**config.mk**
```make
export PLATFORM = sky130hd
export DESIGN_NAME = flex_pkt_fifo
export DESIGN_NICKNAME = d
export VERILOG_FILES = /design/src/rtl/usb_fifo_pkg.sv /design/src/rtl/fifo_mem.sv /design/src/rtl/flex_pkt_fifo.sv
export SDC_FILE = /design/constraint.sdc
export NUM_CORES = 1
export LEC_CHECK = 0
export CAP_MARGIN = 30
export CORE_MARGIN = 2
export CORE_UTILIZATION = 40
export DETAILED_ROUTE_END_ITERATION = 7
export DONT_BUFFER_PORTS = 1
export PLACE_DENSITY = 0.61
export SLEW_MARGIN = 40
export SYNTH_ARGS = -nofsm -noshare
export SYNTH_HDL_FRONTEND = slang
export SYNTH_HIERARCHICAL = 1
export SYNTH_SLANG_ARGS = --single-unit
export TNS_END_PERCENT = 50
```
**constraint.sdc**
```tcl
create_clock -name clk -period 4 [get_ports clk]
set_input_delay 0.8 -clock clk [delete_from_list [all_inputs] [get_ports clk]]
set_output_delay 0.8 -clock clk [all_outputs]
set_load 0.02 [all_outputs]
```
**src/rtl/usb_fifo_pkg.sv**
```systemverilog
// Shared types, default parameters and helpers for the packet FIFO.
package usb_fifo_pkg;

    localparam int DEF_DATA_W    = 8;
    localparam int DEF_DEPTH     = 64;
    localparam int DEF_AF_MARGIN = 4;
    localparam int DEF_AE_THRESH = 1;

    typedef struct packed {
        logic empty;
        logic full;
        logic almost_full;
        logic almost_empty;
        logic overflow;
        logic underflow;
    } fifo_status_t;

    // Index width for a power-of-two depth; pointers carry one extra wrap bit.
    function automatic int ptr_width(input int depth);
        return $clog2(depth);
    endfunction

endpackage

```
**src/rtl/fifo_mem.sv**
```systemverilog
// Register-array storage: one synchronous write port, one combinational read port.
module fifo_mem #(
    parameter int DATA_W = 8,
    parameter int DEPTH  = 64
) (
    input  logic                     clk,
    input  logic                     we_i,
    input  logic [$clog2(DEPTH)-1:0] waddr_i,
    input  logic [DATA_W-1:0]        wdata_i,
    input  logic [$clog2(DEPTH)-1:0] raddr_i,
    output logic [DATA_W-1:0]        rdata_o
);

    logic [DATA_W-1:0] mem_q [DEPTH];

    // Storage write; contents deliberately not reset.
    always_ff @(posedge clk) begin
        if (we_i) begin
            mem_q[waddr_i] <= wdata_i;
        end
    end

    assign rdata_o = mem_q[raddr_i];

endmodule

```
**src/rtl/flex_pkt_fifo.sv**
```systemverilog
// Synchronous FIFO with speculative staging: words become visible to the reader only on commit.
module flex_pkt_fifo
    import usb_fifo_pkg::*;
#(
    parameter int DATA_W    = DEF_DATA_W,
    parameter int DEPTH     = DEF_DEPTH,
    parameter int AF_MARGIN = DEF_AF_MARGIN,
    parameter int AE_THRESH = DEF_AE_THRESH
) (
    input  logic                      clk,
    input  logic                      n_rst,
    input  logic                      clear,
    input  logic                      w_enable,
    input  logic [DATA_W-1:0]         w_data,
    input  logic                      commit,
    input  logic                      discard,
    input  logic                      r_enable,
    output logic [DATA_W-1:0]         r_data,
    output logic                      empty,
    output logic                      full,
    output logic                      almost_full,
    output logic                      almost_empty,
    output logic [ptr_width(DEPTH):0] count,
    output logic                      overflow,
    output logic                      underflow
);

    localparam int PTR_W = ptr_width(DEPTH);
    localparam logic [PTR_W:0] DEPTH_P  = (PTR_W+1)'(DEPTH);
    localparam logic [PTR_W:0] AF_LVL_P = (PTR_W+1)'(DEPTH - AF_MARGIN);
    localparam logic [PTR_W:0] AE_LVL_P = (PTR_W+1)'(AE_THRESH);
    localparam logic [PTR_W:0] ZERO_P   = {(PTR_W+1){1'b0}};

    logic [PTR_W:0]    wr_q, wr_d, cm_q, cm_d, rd_q, rd_d;
    logic [PTR_W:0]    total_s, count_s, wr_inc_s, rd_inc_s;
    logic              ovf_q, ovf_d, unf_q, unf_d;
    logic              wr_acc_s, rd_acc_s, mem_we_s;
    logic [DATA_W-1:0] mem_rdata_s;
    fifo_status_t      status_s;

    // Modulo-2*DEPTH differences; the wrap bit separates full from empty.
    assign total_s  = wr_q - rd_q;
    assign count_s  = cm_q - rd_q;
    assign wr_inc_s = {{PTR_W{1'b0}}, wr_acc_s};
    assign rd_inc_s = {{PTR_W{1'b0}}, rd_acc_s};

    // Next-state for pointers and sticky errors: clear > discard > commit.
    always_comb begin
        wr_d     = wr_q;
        cm_d     = cm_q;
        rd_d     = rd_q;
        ovf_d    = ovf_q;
        unf_d    = unf_q;
        mem_we_s = 1'b0;
        wr_acc_s = w_enable && (total_s != DEPTH_P);
        rd_acc_s = r_enable && (count_s != ZERO_P);
        if (clear) begin
            wr_d  = ZERO_P;
            cm_d  = ZERO_P;
            rd_d  = ZERO_P;
            ovf_d = 1'b0;
            unf_d = 1'b0;
        end else begin
            rd_d  = rd_q + rd_inc_s;
            unf_d = unf_q | (r_enable & ~rd_acc_s);
            if (discard) begin
                // A same-cycle write belongs to the dropped packet, so it is not an overflow.
                wr_d = cm_q;
            end else begin
                mem_we_s = wr_acc_s;
                wr_d     = wr_q + wr_inc_s;
                ovf_d    = ovf_q | (w_enable & ~wr_acc_s);
                if (commit) begin
                    cm_d = wr_q + wr_inc_s;
                end else begin
                    cm_d = cm_q;
                end
            end
        end
    end

    // Pointer registers.
    always_ff @(posedge clk or negedge n_rst) begin
        if (!n_rst) begin
            wr_q <= ZERO_P;
            cm_q <= ZERO_P;
            rd_q <= ZERO_P;
        end else begin
            wr_q <= wr_d;
            cm_q <= cm_d;
            rd_q <= rd_d;
        end
    end

    // Sticky error flag registers.
    always_ff @(posedge clk or negedge n_rst) begin
        if (!n_rst) begin
            ovf_q <= 1'b0;
            unf_q <= 1'b0;
        end else begin
            ovf_q <= ovf_d;
            unf_q <= unf_d;
        end
    end

    fifo_mem #(
        .DATA_W (DATA_W),
        .DEPTH  (DEPTH)
    ) u_mem (
        .clk     (clk),
        .we_i    (mem_we_s),
        .waddr_i (wr_q[PTR_W-1:0]),
        .wdata_i (w_data),
        .raddr_i (rd_q[PTR_W-1:0]),
        .rdata_o (mem_rdata_s)
    );

    // Status decode from registered pointers only.
    always_comb begin
        status_s.empty        = (count_s == ZERO_P);
        status_s.full         = (total_s == DEPTH_P);
        status_s.almost_full  = (total_s >= AF_LVL_P);
        status_s.almost_empty = (count_s <= AE_LVL_P);
        status_s.overflow     = ovf_q;
        status_s.underflow    = unf_q;
    end

    assign empty        = status_s.empty;
    assign full         = status_s.full;
    assign almost_full  = status_s.almost_full;
    assign almost_empty = status_s.almost_empty;
    assign overflow     = status_s.overflow;
    assign underflow    = status_s.underflow;
    assign count        = count_s;
    assign r_data       = status_s.empty ? {DATA_W{1'b0}} : mem_rdata_s;

endmodule

```
* Yosys cells after proc, flatten, opt, wreduce, memory -nomap -nowiden
Memory sizes are Yosys's and may differ from the RTL's.
Index checks and enable logic that the tools add are counted.
** Cells by class
- $add $sub $neg :: 4
- Magnitude comparators :: 2
- Equality and inequality tests :: 3
- Muxes and demuxes :: 14
- Bitwise operators :: 6
- Reductions and logical operators :: 6
** Operator list (number)
- 7-bit two-way mux :: 6
- 7-bit by 1-bit adder with 7-bit output :: 2
- 7-bit subtractor :: 2
- 8-bit two-way mux :: 1
- 7-bit == test (second input constant) :: 1
- 7-bit by 6-bit >= comparator with 1-bit output (second input constant) :: 1
- 7-bit by 1-bit <= comparator with 1-bit output (second input constant) :: 1
- 7-bit zero test :: 1
- 1-bit two-way mux :: 7
- 7-bit inequality test (second input constant) :: 1
- 7-bit nonzero test :: 1
- 1-bit bitwise AND :: 2
- 1-bit logical AND :: 2
- 2-bit inequality test (second input constant) :: 1
- 1-bit NOT :: 2
- 1-bit bitwise OR :: 2
- 2-bit AND reduction :: 1
- 2-bit nonzero test :: 1
** Word-level totals
- Register bits :: 23
- Bits in writable memories :: 512
- Input port bits :: 15
- Output and inout bits :: 21
- Logic and storage cells :: 41
- Memories kept :: 1
** Memory list
- u_mem.mem_q :: words 64, bits a word 8, rd ports 1, clocked after Yosys merged registers in 0, write ports 1, line fifo_mem.sv:14 : logic [DATA_W-1:0] mem_q [DEPTH];

* Depth between registers and ports, before layout
- Depth after elaboration :: 8
- Depth in mapped cells :: 15
- Depth with buffers taken out :: 14

* Modules after synthesis
The synthesis kept the hierarchy.
** By module, submodules not included
- fifo_mem :: times used 1, cells each 932, area an instance 20006.7 µm², seq. area each 15374.7 µm²
- flex_pkt_fifo :: times used 1, cells each 190, area an instance 1746.7 µm², seq. area each 575.6 µm²

* Worst setup path after synthesis
OpenSTA, ideal clock, no wires.
- Path type :: register to output
- Start :: register rd_q[0]
- End :: output r_data[0]
- Arrival time :: 2.697 ns
- Data required time :: 3.200 ns
- Setup slack :: 0.503 ns
- Cell stages (with the launch flop) :: 10
- Path buffers :: 1
- Path through :: dfrtp_1 -> ha_1 -> inv_1 -> fa_1 -> a211oi_1 -> nor2_1 -> xor2_1 -> nor4b_4 -> buf_6 -> a21boi_0
** On the way
- Longest elaborated chain between the ends :: 3
- Elaborated cells on any way between the ends :: 4
- Classes of those cells :: add/sub (1); mux (1); reduce/logical (1); memory (1)
** Ends and longest elaborated chain
- from (decl) :: line flex_pkt_fifo.sv:34 : logic [PTR_W:0] wr_q, wr_d, cm_q, cm_d, rd_q, rd_d;
- from (signal assigned) :: line flex_pkt_fifo.sv:91 : rd_q <= rd_d;
- 7-bit subtractor :: line flex_pkt_fifo.sv:43 : assign count_s = cm_q - rd_q;
- net count[4] :: line flex_pkt_fifo.sv:23 : output logic [ptr_width(DEPTH):0] count,
- 7-bit zero test :: line flex_pkt_fifo.sv:120 : status_s.empty = (count_s == ZERO_P);
- 8-bit two-way mux :: line flex_pkt_fifo.sv:135 : assign r_data = status_s.empty ? {DATA_W{1'b0}} : mem_rdata_s;
- to (decl) :: line flex_pkt_fifo.sv:18 : output logic [DATA_W-1:0] r_data,
The timed path passes the listed nets, and every way through them passes these cells.

* Final worst setup path
- Start :: register rd_q[0]
- End :: output r_data[3]
** On the way
- Elaborated cells on any way between the ends :: 4
- Classes of those cells :: add/sub (1); mux (1); reduce/logical (1); memory (1)
** RTL lines
- memory 64 x 8 bit
- net mem_rdata_s[3] :: line flex_pkt_fifo.sv:38 : logic [DATA_W-1:0] mem_rdata_s;
- 8-bit two-way mux :: line flex_pkt_fifo.sv:135
The timed path passes the listed nets, and every way through them passes these cells.

==> metrics.txt <==
xor/xnor cell area share of the yosys netlist=0.8052%; share of post-route cells with drive strength above 1=29.55%; max-cap check violation count=0; Core ar.=0.05381 mm^2; Wirelength per Cell=26.16 um; Ys Warns=6; Setup Skew=20.49 ps; Finished Cell Area=0.02529 mm^2; most frequent cells in the layout=edfxtp_1 (512), mux4_2 (126), nor2_1 (84); Post-Syn Instances=1122; non-filler cells, final=1948; largest family of logic cells by synthesized area=multiplexers; mux cell area share after synthesis=14.91%; met1 WL=21330 um; Placed Cells=1823; RR Endpoint=u_mem/mem_q[26][4]; Die H=237.2 um; Placed Area=0.02291 mm^2; first-pass GRT wire length=75080 um; FF-to-FF path depth=12; H-tree depth=2; Yosys reg bits=535; final antenna-violating net count=0; Seq/Total Area, Yosys=73.32%; Max VDD drop=0.0003005 V; fin util=47.00%; Worst Path Max Fanout=10; asr flop ratio synth=4.299%; Hold Crit Class=in2reg; clk root buf=clkbuf_16; met3 wire length=3279 um; Die ar.=0.05626 mm^2; worst hold path depth=1; f_max=248.1 MHz; antenna cells=0; Worst setup SP type=register; Simple-Gate Fraction of Synth Area=4.751%; Residual DRC=0; compound-gate portion of the synthesized area=3.394%; Power Total=12.35 mW; setup violators final=2; LEAKAGE=7.843 nW; Via-to-Cell Ratio=5.695; HPWL Detailed=29820 um; Hold Vio Cnt, Final=0; chip width=237.2 um; worst rel slew slack=42.63%; Mean Syn Cell Area=19.39 um^2; highest routed layer=met4; GRT Total Usage=18.25%; clk slew on worst S/H paths=60 ps; commonest non-fill, non-tap cell in the layout=edfxtp_1; RSZ-0062 raised after global routing=true; Worst R2R Start=rd_q[1]; Tcrit/Tclk final=100.7%; HP Start=clear; Cell Area, Synth=0.02175 mm^2; DR vias=11.09k; number of port buffers=0; placer's final routability congestion estimate=0.8403; Post-Syn Nets=1154; Initial DRT Pass Iterations=5; Post-synth EDFFs=512; initial antenna violation count=0; Worst setup startpoint=rd_q[0]; Longest Clk Path Bufs=3; I/O Pins=36; setup ws final=-30.00 ps; Initial Util=40.42%; count of cell types in the netlist=61; CTS Buf Count=52; Reg2Reg Setup Slack=300 ps; drt total wl=50960 um; nets=1242; CP Capture Type=output port; Critical Path AT=3230 ps; Endpoint, Worst Hold=wr_q[1]; worst path required time=3200 ps; Final min period=4030 ps; CTS tree=built; fin. max-slew vios=0; area grow syn2layout=16.27%; vias in the first global route=11.27k; status=finished, violations left; Clock Latency Late Sink=600 ps; largest net degree at the start of global routing=65; Main synth FF type=edfxtp_1; Synth Area in Adders=1.012%; global route total overflow=0; Place WS=109.4 ps; Num Clock Sinks=535; met2 routed WL=25090 um; Slew @ Worst Pin=857.4 ps; initial DRC count=1189; failing checks=negative setup slack; row count=85; type of the worst setup path=reg2out; pwr/cell area=488.1 mW/mm^2
==> state kept, by name, summed over array words and instances (netlist names) <==
register and flops:
u_mem/mem_q 512, cm_q 7, rd_q 7, wr_q 7, overflow 1, underflow 1
==> critical path, cell delays in order, from the launching register on <==
cell and delay, ps:
dfrtp_4 430, buf_12 180, buf_16 180, mux4_2 520
mux4_2 530, o21ai_2 210, o41ai_1 120, a21boi_4 160
buf_4 150, buf_4 150
==> cell usage after synthesis, drive strengths merged, types with 3 or more instances <==
master   instances  area, um^2
edfxtp         512       15370
mux4           126        2838
nor2           114       427.9
buf             36       267.8
mux2i           26       260.3
nand2           25       93.84
dfrtp           23       575.6
nand3           21       105.1
clkbuf          20       75.07
nor2b           20       132.6
ha              16       200.2
inv             13       48.80
mux2            13       146.4
xnor2           12       105.1
a21boi          11       82.58
a211oi          10       75.07
nor3             9       45.04
o22ai            9       56.30
a21oi            8       40.04
nand2b           8       50.05
o221ai           8       70.07
xor2             8       70.07
a221oi           7       67.56
o21ai            7       35.03
o21a             6       45.04
and2             4       26.28
nor4             4       31.28
a22oi            3       22.52
and3             3       18.77
nand3b           3       22.52
o2111ai          3       26.28
o211ai           3       22.52
o2bb2ai          3       26.28
o41ai            3       26.28
==> report_power, final <==
group          switching, mW  leakage, nW  total, mW  internal, mW
Combinational          0.690         2.13       1.41         0.719
Clock                   2.04        0.805       4.76          2.73
Sequential            0.0183         4.91       6.17          6.15
Total                   2.75         7.84       12.3          9.60
==> cells by family (layout without fill, tap and decap cells) <==
group	after synthesis	in the layout
flops	535	535
fa+ha+maj	17	17
xor+xnor	20	20
simple gates	220	220
compound gates	96	96
mux	165	165
buf+inv	69	199
==> stage by stage <==
stage | setup TNS [ps] | hold WS (ps)
5_1_grt | -596.3 | 252.6
3_5_place_dp | 0 | 505.6
3_3_place_gp | 0 | 505.5
6_report | -54.87 | 281.2
4_1_cts | -557.8 | 239.2
2_1_floorplan | 0 | 489.4
==> worst max path at each step <==
stage,end,slack (ps)
3_3_place_gp,r_data[3],180
2_1_floorplan,r_data[0],500
6_report,r_data[3],-30
4_1_cts,r_data[4],-90
5_1_grt,r_data[6],-100
3_5_place_dp,r_data[3],110
==> repair_timing <==
action / in CTS / in global routing
setup buffers: 6 / 15
hold buffers: 2 / 0
pin swaps: 2 / 5
hold endpoints to repair: 23 / 0
cloned: 5 / 2
gates resized for setup: 25 / 44
endpoints found under the setup margin: 10 / 179
==> layout make-up <==
cell class                      count  area (um^2)
Tap cell                          696        870.8
Clock buffer                       67         1400
Inverter                           13        48.80
Fill cell                        4467        28520
Sequential cell                   535        15960
Clock inverter                     29        251.5
Multi-Input combinational cell    518         5657
Timing Repair Buffer               90         1101
==> layer usage <==
layer  up-vias  track usage, %
met1      5876           24.24
met4         0           5.451
met3        79           4.192
met2       374           30.17
li1       4765               -
met5         -               0
Power figures use the tool's default switching activity.
